File: config.mk
export PLATFORM = sky130hd
export DESIGN_NAME = multicycle_ctrl
export DESIGN_NICKNAME = d
export VERILOG_FILES = /design/src/rtl/multicycle_ctrl.sv
export SDC_FILE = /design/constraint.sdc
export NUM_CORES = 1
export LEC_CHECK = 0
export BUFFER_PORTS_ARGS = -buffer_cell sky130_fd_sc_hd__clkbuf_2
export CAP_MARGIN = 20
export CORE_MARGIN = 4
export CORE_UTILIZATION = 30
export CTS_BUF_LIST = sky130_fd_sc_hd__clkbuf_8
export DETAILED_ROUTE_END_ITERATION = 8
export HOLD_SLACK_MARGIN = 0.12
export PLACE_DENSITY_LB_ADDON = 0.3
export SLEW_MARGIN = 20
export SYNTH_ARGS = -nofsm -noshare
export SYNTH_HDL_FRONTEND = slang
export SYNTH_SLANG_ARGS = --single-unit
File: constraint.sdc
create_clock -name clk -period 4.65 [get_ports clk]
set_input_delay 0 -clock clk [delete_from_list [all_inputs] [get_ports clk]]
set_output_delay 0 -clock clk [all_outputs]
set_load 0.1 [all_outputs]
File: src/rtl/multicycle_ctrl.sv
// Multicycle control unit: IF/ID/EX/MEM/WB sequencer with combinational strobe
// decode, illegal-opcode trap and a retired-instruction counter.
module multicycle_ctrl #(
    parameter int CNT_W = 32
) (
    input  logic             clk,
    input  logic             rst,
    input  logic [31:0]      instr,
    input  logic             zero,
    output logic             PCSrc,
    output logic             ALUSrc,
    output logic             RegWrite,
    output logic             MemToReg,
    output logic             MemRead,
    output logic             MemWrite,
    output logic             loadPC,
    output logic [3:0]       ALUCtrl,
    output logic [2:0]       state,
    output logic             illegal,
    output logic [CNT_W-1:0] instret
);

    typedef enum logic [2:0] {
        S_IF  = 3'd0,
        S_ID  = 3'd1,
        S_EX  = 3'd2,
        S_MEM = 3'd3,
        S_WB  = 3'd4
    } state_t;

    localparam logic [3:0] ALU_AND = 4'b0000;
    localparam logic [3:0] ALU_OR  = 4'b0001;
    localparam logic [3:0] ALU_ADD = 4'b0010;
    localparam logic [3:0] ALU_SUB = 4'b0110;
    localparam logic [3:0] ALU_SLT = 4'b0111;
    localparam logic [3:0] ALU_SRL = 4'b1000;
    localparam logic [3:0] ALU_SLL = 4'b1001;
    localparam logic [3:0] ALU_SRA = 4'b1010;
    localparam logic [3:0] ALU_XOR = 4'b1101;

    state_t cur, nxt;

    logic [6:0] opcode;
    logic [2:0] funct3;
    logic       f7b;
    logic       is_r, is_i, is_lw, is_sw, is_beq, is_legal;
    logic [3:0] alu_dec;

    assign opcode   = instr[6:0];
    assign funct3   = instr[14:12];
    assign f7b      = instr[30];
    assign is_r     = (opcode == 7'b0110011);
    assign is_i     = (opcode == 7'b0010011);
    assign is_lw    = (opcode == 7'b0000011);
    assign is_sw    = (opcode == 7'b0100011);
    assign is_beq   = (opcode == 7'b1100011);
    assign is_legal = is_r | is_i | is_lw | is_sw | is_beq;

    always_comb begin
        alu_dec = ALU_ADD;
        if (is_beq) begin
            alu_dec = ALU_SUB;
        end else if (is_r || is_i) begin
            unique case (funct3)
                3'b000:  alu_dec = (is_r && f7b) ? ALU_SUB : ALU_ADD;
                3'b111:  alu_dec = ALU_AND;
                3'b110:  alu_dec = ALU_OR;
                3'b100:  alu_dec = ALU_XOR;
                3'b010:  alu_dec = ALU_SLT;
                3'b001:  alu_dec = ALU_SLL;
                3'b101:  alu_dec = f7b ? ALU_SRA : ALU_SRL;
                default: alu_dec = ALU_ADD;
            endcase
        end
    end

    always_ff @(posedge clk) begin
        if (rst) cur <= S_IF;
        else     cur <= nxt;
    end

    always_comb begin
        nxt      = cur;
        PCSrc    = 1'b0;
        ALUSrc   = 1'b0;
        RegWrite = 1'b0;
        MemToReg = 1'b0;
        MemRead  = 1'b0;
        MemWrite = 1'b0;
        loadPC   = 1'b0;
        illegal  = 1'b0;
        ALUCtrl  = ALU_ADD;
        if (cur != S_IF) begin
            ALUCtrl = alu_dec;
            ALUSrc  = is_i | is_lw | is_sw;
        end
        unique case (cur)
            S_IF: nxt = S_ID;
            S_ID: begin
                if (is_legal) begin
                    nxt = S_EX;
                end else begin
                    illegal = 1'b1;
                    loadPC  = 1'b1;
                    nxt     = S_IF;
                end
            end
            S_EX: begin
                if (is_r || is_i)        nxt = S_WB;
                else if (is_lw || is_sw) nxt = S_MEM;
                else begin
                    loadPC = is_beq;
                    PCSrc  = is_beq & zero;
                    nxt    = S_IF;
                end
            end
            S_MEM: begin
                if (is_lw) begin
                    MemRead = 1'b1;
                    nxt     = S_WB;
                end else begin
                    MemWrite = is_sw;
                    loadPC   = is_sw;
                    nxt      = S_IF;
                end
            end
            S_WB: begin
                RegWrite = 1'b1;
                loadPC   = 1'b1;
                MemToReg = is_lw;
                nxt      = S_IF;
            end
            default: nxt = S_IF;
        endcase
        // A reset edge aborts the in-flight instruction, so nothing may commit on it.
        if (rst) begin
            PCSrc    = 1'b0;
            RegWrite = 1'b0;
            MemRead  = 1'b0;
            MemWrite = 1'b0;
            loadPC   = 1'b0;
            illegal  = 1'b0;
        end
    end

    always_ff @(posedge clk) begin
        if (rst)                    instret <= '0;
        else if (loadPC && !illegal) instret <= instret + CNT_W'(1);
    end

    assign state = cur;

endmodule

==> results.yml, run 1 <==
sta:
  fmaxAchievable_mhz: 411
  worst_tran_pin_value_ps: 559
  post-route-min-period_ps: 2440
  maxSlewViolCount: 0
  rsz_0062_raised_after_global_routing: "false"
  post-route-period-util_pct: 52.4
  hold_viol_final: 0
  max-slew-margin-rel_pct: 62.9
  hold_ws_ps: 143
  skew_ps: 4.13
  final.setup.tns_ps: 0
  final.setup.worst_slack_ps: 2210
  setup_viol_count_final: 0
detailed_routing:
  routed_wl_mm: 5.42
  drt_drc_violations_left: 0
  post_drt_wl_per_cell_um: 13.4
  detailedRoute.firstPassIterationCount: 4
  ant_nets: 0
  detailedRoute.firstIterationViolations: 100
  viasPerCell: 5.29
  vias: 2136
grt:
  global_route.usage.total_pct: 13.1
  grt_antenna_before_repair: 0
  grt_first_pass_wirelength_mm: 9.15
  via_count_of_the_first_global_routing_pass: 1990
  grt_max_degree: 53
  overflow: 0
hold_path:
  hold_class: "input port to flip-flop"
  hold_depth: 3
clock_tree:
  cts_buffers: 5
  cts_max_level: 2
  clock-root-buffer: "clkbuf_8"
  resized_gates_after_cts: 0
  insertion_delay_ps: 290
  clock-sinks: 35
  cts.path.max_buffers: 2
  cts_hold_buffers: 0
  cts.clk_slew.worst_paths_ps: 70
  post-cts-setup-buffer-count: 0
  tritoncts: "yes"
logic_synthesis:
  ys_top_cells_by_area: "dfxtp_1, or4_1, o31ai_1, a21oi_1, nor2_1"
  synth.lib_cells_used.distinct: 44
  netlist_area_um2: 2110
  dominantRegCellSynth: "dfxtp_1"
  synthesis.nets: 294
  seq_area_frac_synth_pct: 33.1
  yosysMostFrequentCell: "dfxtp_1"
  post_synth_inst_count: 258
  synth_enable_flop_cells: 0
  postSynthRegisterBits: 35
  synthesis.yosys.warnings: 0
  share_of_synthesized_flip_flops_with_an_asynchronous_set_or_reset_pct: 0
  post-synth-top-area-fraction_pct: 33.1
  synth_area_leader_cell: "dfxtp_1"
  syn_area_per_cell_um2: 8.20
  most_used_standard_cells_in_the_synthesized_netlist: "dfxtp_1, nor2_1, a21oi_1"
critical_path:
  critical_path_peak_fanout: 11
  crit_type: "flip-flop to flip-flop"
  timing.critical_path.required_ps: 4830
  timing.reg2reg.worst_path_depth: 5
  end_kind: "flip-flop"
  setup.worst_path.start_class: "flip-flop"
  cp_data_arrival_time_ps: 2610
floorplanning:
  die-height_um: 92.0
  die-area_um2: 8460
  dieWidth_um: 92.0
  core_area_um2: 6830
  initial_core_util_pct: 31.0
  rows: 30
  top_level_ports: 82
job:
  max_cap_violations: 0
pwr:
  cellPowerDensity_nw_per_um2: 221
  power.ir.vdd_worst_uv: 96.6
  p_leak_nw: 0.972
outcome:
  run_status: "finished clean"
final_layout:
  area_growth_syn_to_layout_pct: 19.7
  finalInstanceArea_um2: 2530
  antenna_cells_inserted: 0
  layout-drive-gt1-share_pct: 25.6
  share_of_the_core_filled_with_cells_in_the_final_layout_pct: 37.1
  final_nets: 343
  fillers: 767
placed_design:
  place_hpwl_mm: 3.81
  dpl_cell_area_um2: 2450
  place.gp.congestion: 0.830
  dp_worst_setup_slack_ps: 2230
  portBuffers: 60
==> cell type report <==
cell class	count	area (um^2)	share of cell area [%]
inverter	6	22.5	0.890
tap	96	120	4.75
multi-input combinational	198	1300	51.3
timing repair buffer	61	308	12.2
clock inverter	3	12.5	0.494
clock buffer	5	68.8	2.72
sequential	35	701	27.7
==> per-layer routing <==
metal	share of wire [%]	vias up	global-route usage [%]
met5	0	-	0
met4	1.2	0	4.08
met3	6.4	7	3.53
met2	45	67	21.4
met1	48	988	16.7
li1	-	1074	-
==> flip-flops by register name (all words and copies together) (netlist names) <==
name,cells
instret,32
state,3
==> worst paths after layout <==
path                            start                  endpoint  slack, ps
max           instret[0]$_SDFFE_PP0P_  instret[28]$_SDFFE_PP0P_       2210
min                          instr[4]       state[2]$_SDFF_PP0_        140
max reg2reg   instret[0]$_SDFFE_PP0P_  instret[28]$_SDFFE_PP0P_       2210
min reg2reg  instret[10]$_SDFFE_PP0P_  instret[10]$_SDFFE_PP0P_        500
==> cell usage in the layout, fill, tap and decap left out, drive strengths merged, types with 2 or more instances in the layout <==
cell type / synthesis / routed
nand4: 10 / 10
a211oi: 3 / 3
clkbuf: 11 / 65
o31ai: 16 / 16
nand3: 14 / 14
nand2b: 2 / 2
and3b: 2 / 2
and2: 2 / 2
nor2: 23 / 23
nand2: 13 / 13
and3: 3 / 3
dfxtp: 35 / 35
xor2: 2 / 2
nor2b: 12 / 12
inv: 6 / 8
nor3: 4 / 4
o21ai: 4 / 4
mux2i: 2 / 2
or3: 3 / 3
or2: 2 / 2
nor4b: 2 / 2
mux2: 11 / 11
or4: 18 / 18
a21oi: 21 / 21
and4: 6 / 6
nor4: 12 / 12
==> critical path, cell delays in order (launching register included) <==
cell     delay (ps)
dfxtp_1         420
ha_1            240
nand2_1         230
or4_1           720
nor4_1          360
mux2_1          350
==> through the flow <==
stage / total power [W] / cells
2_1_floorplan: 0.000343 / 258
6_report: 0.000559 / 404
3_5_place_dp: 0.000356 / 396
3_3_place_gp: 0.000355 / 396
5_1_grt: 0.000583 / 404
4_1_cts: 0.000568 / 404
==> where the power goes <==
group          total (W)  internal, W  switching, W  leakage [nW]
Clock           0.000211     0.000101      0.000110        0.0505
Sequential      0.000302     0.000300    0.00000223         0.282
Combinational  0.0000459    0.0000131     0.0000328         0.640
Total           0.000559     0.000414      0.000145         0.972
==> cell families (layout without fill, tap and decap cells) <==
family	count (synthesis)	count (layout)	share of synthesized area (%)
flip-flops	35	35	33.1
adder cells (fa/ha/maj)	1	1	0.592
XOR/XNOR	3	3	1.24
AO/OA/AOI/OAI	49	49	15.1
multiplexers	13	13	6.80
buffers and inverters	25	75	5.74
AND/OR/NAND/NOR	132	132	37.3
Note: power is estimated with default switching activity, not from simulation.
==> run 2: changes to the inputs <==
- clock period: 4.65 -> 2.04 ns (I/O delays scaled with it)
==> run 2 against run 1 <==
Effect of this change:
- setup slack lost 2100 ps
- highest routed layer unchanged
- register-to-register slack worse by 2100 ps
- sequential power grew 120%
- largest cell class unchanged
- clock power rose to 2.7 times the previous value
- via count grew 5.4%
- combinational power rose to 2.8 times the previous value
- critical endpoint is now instret[5]$_SDFFE_PP0P_
==> results.yml, run 2 (synthesis gave the netlist of run 1 again) <==
outcome:
  run_status: "finished clean"
critical_path:
  crit_type: "flip-flop to flip-flop"
  end_kind: "flip-flop"
  r2r-start: "state[0]$_SDFF_PP0_"
  slowest_stage: "o41a_4"
  critical_path_peak_fanout: 24
  timing.critical_path.required_ps: 2240
  cp_num_buf_inv: 1
  timing.reg2reg.worst_path_depth: 5
  crit_path_cell_trace: "xnor2_1 > o41a_4 > buf_12 > or4_1 > a21oi_1"
  setup.reg_to_reg.worst_slack_ps: 90
  cp_data_arrival_time_ps: 2150
  setup.worst_path.start_class: "flip-flop"
  crit_path_leading_delay_family: "compound AO/OA/AOI/OAI gates"
  max_stage_delay_ps: 520
  worstReg2RegEnd: "instret[5]$_SDFFE_PP0P_"
final_layout:
  final_cells: 427
  antenna_cells_inserted: 0
  final_nets: 366
  area_growth_syn_to_layout_pct: 39.8
  largest_register_ff_count: 32
  mostFrequentLayoutCell: "clkbuf_2"
  top_library_cells_by_usage_in_the_layout_fill_and_taps_aside: "clkbuf_2, buf_4, nor2_1, a21oi_1, dfxtp_4"
  most_flops_register: "instret"
  layout-drive-gt1-share_pct: 44.7
floorplanning:
  rows: 30
  dieWidth_um: 92.0
  initial_core_util_pct: 31.0
  top_level_ports: 82
  die-area_um2: 8460
  core_area_um2: 6830
  die-height_um: 92.0
detailed_routing:
  ant_nets: 0
  drt_drc_violations_left: 0
  detailedRoute.firstPassIterationCount: 5
  viasPerCell: 5.27
  routed_wl_mm: 5.85
  detailedRoute.firstIterationViolations: 94
  post_drt_wl_per_cell_um: 13.7
  vias: 2251
hold_path:
  worst_hold_startpoint: "instr[6]"
  hold_class: "input port to flip-flop"
  hold_depth: 3
  worst_hold_path.endpoint: "state[1]$_SDFF_PP0_"
sta:
  setup_viol_count_final: 0
  post-route-period-util_pct: 95.7
  hold_viol_final: 0
  final.setup.tns_ps: 0
  post-route-min-period_ps: 1950
  worst_tran_pin_value_ps: 551
  fmaxAchievable_mhz: 512
  rsz_0062_raised_after_global_routing: "false"
  maxSlewViolCount: 0
  max-slew-margin-rel_pct: 63.4
  hold_ws_ps: 152
  skew_ps: 13.6
clock_tree:
  cts_buffers: 5
  cts_max_level: 2
  clock-sinks: 35
  insertion_delay_ps: 290
  cts.path.max_buffers: 2
  cts.clk_slew.worst_paths_ps: 80
  clock-root-buffer: "clkbuf_8"
  tritoncts: "yes"
grt:
  overflow: 0
  grt_antenna_before_repair: 0
  global_route.usage.total_pct: 14.0
  grt_first_pass_wirelength_mm: 9.74
  grt_max_degree: 47
  via_count_of_the_first_global_routing_pass: 2075
placed_design:
  place_hpwl_mm: 4.28
  portBuffers: 60
  number_of_placed_instances_with_taps_included: 416
  place.gp.congestion: 0.824
pwr:
  p_leak_nw: 1.12
  seq_power_share_pct: 48.8
  power.ir.vdd_worst_uv: 182
  comb_power_share_pct: 9.5
  power.clock.fraction_pct: 41.7
  switching_power_summed_over_all_nets_w: 0.000347
  internal_power_w: 0.00101
  cellPowerDensity_nw_per_um2: 460
  switching_share_pct: 25.5
job:
  max_cap_violations: 0
## run 2: cell count changes in the layout (fill, tap and decap cells not counted), moves of 5 or more
cell     before  now
dfxtp_1      35    6
buf_4         1   23
dfxtp_4       0   18
dfxtp_2       0   11
nor4_1       12    7
## run 2: how the worst max path moves through the flow
stage	to	slack, ps	depth (start not counted)	start
after floorplan	instret[22]$_SDFFE_PP0P_	-120	6	instret[1]$_SDFFE_PP0P_
final	instret[5]$_SDFFE_PP0P_	90	5	state[0]$_SDFF_PP0_
after global placement	instret[30]$_SDFFE_PP0P_	50	5	instret[1]$_SDFFE_PP0P_
after CTS	instret[22]$_SDFFE_PP0P_	30	5	instret[1]$_SDFFE_PP0P_
after global routing	ALUCtrl[1]	10	5	state[2]$_SDFF_PP0_
after detailed placement	instret[28]$_SDFFE_PP0P_	40	5	instret[1]$_SDFFE_PP0P_
## run 2: power by group through the flow
stage | clock, W | combinational [W] | sequential [W]
4_1_cts | 0.000589 | 0.000131 | 0.000663
3_3_place_gp | 0 | 0.000128 | 0.000680
6_report | 0.000566 | 0.000129 | 0.000663
3_5_place_dp | 0 | 0.000129 | 0.000680
5_1_grt | 0.000622 | 0.000140 | 0.000664
2_1_floorplan | 0 | 0.0000801 | 0.000690
## run 2: layout make-up
type / instances / area (um^2)
timing repair buffer: 84 / 513
fill: 723 / 3880
multi-input combinational: 198 / 1420
sequential: 35 / 782
inverter: 6 / 22.5
tap: 96 / 120
clock buffer: 7 / 96.3
clock inverter: 1 / 6.26
## run 2: worst register-to-register path, stage by stage, from the launching register on
cell and delay (ps):
dfxtp_4 360, xnor2_1 130, o41a_4 520, buf_12 190, or4_1 500, a21oi_1 160
## run 2: per-layer routing
metal | vias to the layer above | track usage, % | wire, um
met1 | 1056 | 17.5 | 2690
met3 | 6 | 3.61 | 336
met4 | 0 | 4.08 | 68
li1 | 1132 | - | -
met2 | 57 | 23.8 | 2750
met5 | - | 0 | 0
## run 2: timing repair
action	in CTS	in global routing
endpoints found under the setup margin	0	11
resized for setup	0	2
buffers inserted	0	2
hold endpoints to repair	2	0
hold buffers	1	0
## run 2: stage by stage
| step | power [W] | setup WS, ps | cell area (um^2) | utilization (%) |
|---|---|---|---|---|
| after CTS | 0.00138 | 28.5 | 2930 | 42.9 |
| after global routing | 0.00142 | 12.1 | 2960 | 43.3 |
| after global placement | 0.000808 | 45.6 | 2820 | 41.2 |
| final | 0.00136 | 88.6 | 2960 | 43.3 |
| after floorplan | 0.000770 | -120 | 2330 | - |
| after detailed placement | 0.000809 | 35.4 | 2820 | 41.2 |
==> run 3: changes to the inputs <==
- CORE_UTILIZATION: 30 -> 31
==> run 3 against run 2 <==
Effect of this change:
- die area decreased by 2.9%
- combinational power about the same
- total power decreased by 3.5%
- worst hold slack improved by 19 ps
- first-iteration DRC count decreased by 49%
- global-route usage increased by 0.14 points
- cell count decreased by 5.6%
- sequential power about the same
- via count decreased by 2.1%
- count of clock-buffer cells in the layout decreased by 1
- flip-flop and latch count unchanged
- routed wire length decreased by 1.5%
==> results.yml, run 3 (synthesis gave the netlist of run 1 again) <==
grt:
  via_count_of_the_first_global_routing_pass: 2098
  overflow: 0
  grt_max_degree: 47
  grt_first_pass_wirelength_mm: 9.89
  grt_antenna_before_repair: 0
  global_route.usage.total_pct: 14.2
detailed_routing:
  detailedRoute.firstIterationViolations: 48
  post_drt_wl_per_cell_um: 14.3
  vias: 2204
  detailedRoute.firstPassIterationCount: 4
  drt_drc_violations_left: 0
  viasPerCell: 5.47
  routed_wl_mm: 5.76
  ant_nets: 0
sta:
  post-route-period-util_pct: 95.0
  post-route-min-period_ps: 1940
  rsz_0062_raised_after_global_routing: "false"
  maxSlewViolCount: 0
  fmaxAchievable_mhz: 516
  skew_ps: 8.30
  worst_tran_pin_value_ps: 546
  setup_viol_count_final: 0
  hold_viol_final: 0
  max-slew-margin-rel_pct: 63.7
floorplanning:
  rows: 29
  initial_core_util_pct: 32.6
  dieWidth_um: 90.6
  die-height_um: 90.6
  core_area_um2: 6490
  die-area_um2: 8210
  top_level_ports: 82
final_layout:
  finalInstanceArea_um2: 2890
  share_of_the_core_filled_with_cells_in_the_final_layout_pct: 44.4
  most_flops_register: "instret"
  final_nets: 361
  final_cells: 403
  mostFrequentLayoutCell: "clkbuf_2"
  layout-drive-gt1-share_pct: 43.6
  area_growth_syn_to_layout_pct: 36.5
  largest_register_ff_count: 32
  top_library_cells_by_usage_in_the_layout_fill_and_taps_aside: "clkbuf_2, nor2_1, a21oi_1, dfxtp_4"
  antenna_cells_inserted: 0
hold_path:
  hold_class: "input port to flip-flop"
  hold_depth: 3
clock_tree:
  cts_buffers: 5
  tritoncts: "yes"
  cts_max_level: 2
  clock-root-buffer: "clkbuf_8"
  cts.clk_slew.worst_paths_ps: 80
  clock-sinks: 35
  cts.path.max_buffers: 2
  insertion_delay_ps: 280
critical_path:
  cp_data_arrival_time_ps: 2110
  setup.worst_path.start_class: "flip-flop"
  end_kind: "flip-flop"
  timing.reg2reg.worst_path_depth: 5
  timing.critical_path.required_ps: 2220
  critical_path_peak_fanout: 18
  crit_type: "flip-flop to flip-flop"
placed_design:
  place.gp.congestion: 0.832
  portBuffers: 60
  number_of_placed_instances_with_taps_included: 394
  place_hpwl_mm: 4.21
  dpl_cell_area_um2: 2770
job:
  max_cap_violations: 0
pwr:
  power.ir.vdd_worst_uv: 226
  p_leak_nw: 1.11
  power.total_w: 0.00131
  cellPowerDensity_nw_per_um2: 454
outcome:
  run_status: "finished clean"
==> run 3: changes by cell type in the layout (fill, tap and decap cells not counted) <==
cell,change
clkbuf_8,-1
clkinv_2,+1
inv_1,+1
buf_4,-6
buf_6,+1
inv_4,-1
==> run 3: area by class of cell <==
cell class                 instances  area [um^2]
clock buffer                       6         82.6
inverter                           6         22.5
clock inverter                     2         8.76
multi-input combinational        198         1420
sequential                        35          782
timing repair buffer              79          479
fill                             655         3610
tap                               77         96.3
==> run 3: through the flow <==
step | hold WS (ps) | TNS [ps] | setup WS [ps]
after floorplan | 117 | -968 | -120
after global placement | 394 | 0 | 77.1
after detailed placement | 399 | 0 | 33.7
after CTS | 161 | 0 | 25.1
after global routing | 193 | 0 | 15.5
final | 172 | 0 | 103
==> run 3: per-layer routing <==
layer	global-route usage [%]	share of wire, %
met5	0	0
met3	3.42	6.1
met2	23.2	46
met1	18.4	47
met4	4.08	0.50
==> run 3: critical path: stages, from the launching register on <==
cell	delay, ps
dfxtp_4	370
nand2b_1	150
o41a_4	460
buf_12	170
nor4_1	320
mux2_2	370
==> run 3: final timing paths <==
kind | startpoint | end | slack [ps]
max | state[2]$_SDFF_PP0_ | instret[25]$_SDFFE_PP0P_ | 100
min | instr[6] | state[1]$_SDFF_PP0_ | 170
max reg2reg | state[2]$_SDFF_PP0_ | instret[25]$_SDFFE_PP0P_ | 100
min reg2reg | instret[10]$_SDFFE_PP0P_ | instret[10]$_SDFFE_PP0P_ | 490
==> run 3: power breakdown <==
group | leakage, nW | total, W | internal (W) | switching [W]
Combinational | 0.758 | 0.000130 | 0.0000419 | 0.0000876
Sequential | 0.302 | 0.000663 | 0.000661 | 0.00000216
Clock | 0.0524 | 0.000517 | 0.000268 | 0.000249
==> run 3: repair_timing <==
| item | CTS | global route |
|---|---|---|
| resized for setup | 0 | 3 |
| hold buffers | 1 | 0 |
| setup buffers | 0 | 0 |
| endpoints found under the hold margin | 2 | 0 |
| setup endpoints to repair | 0 | 13 |
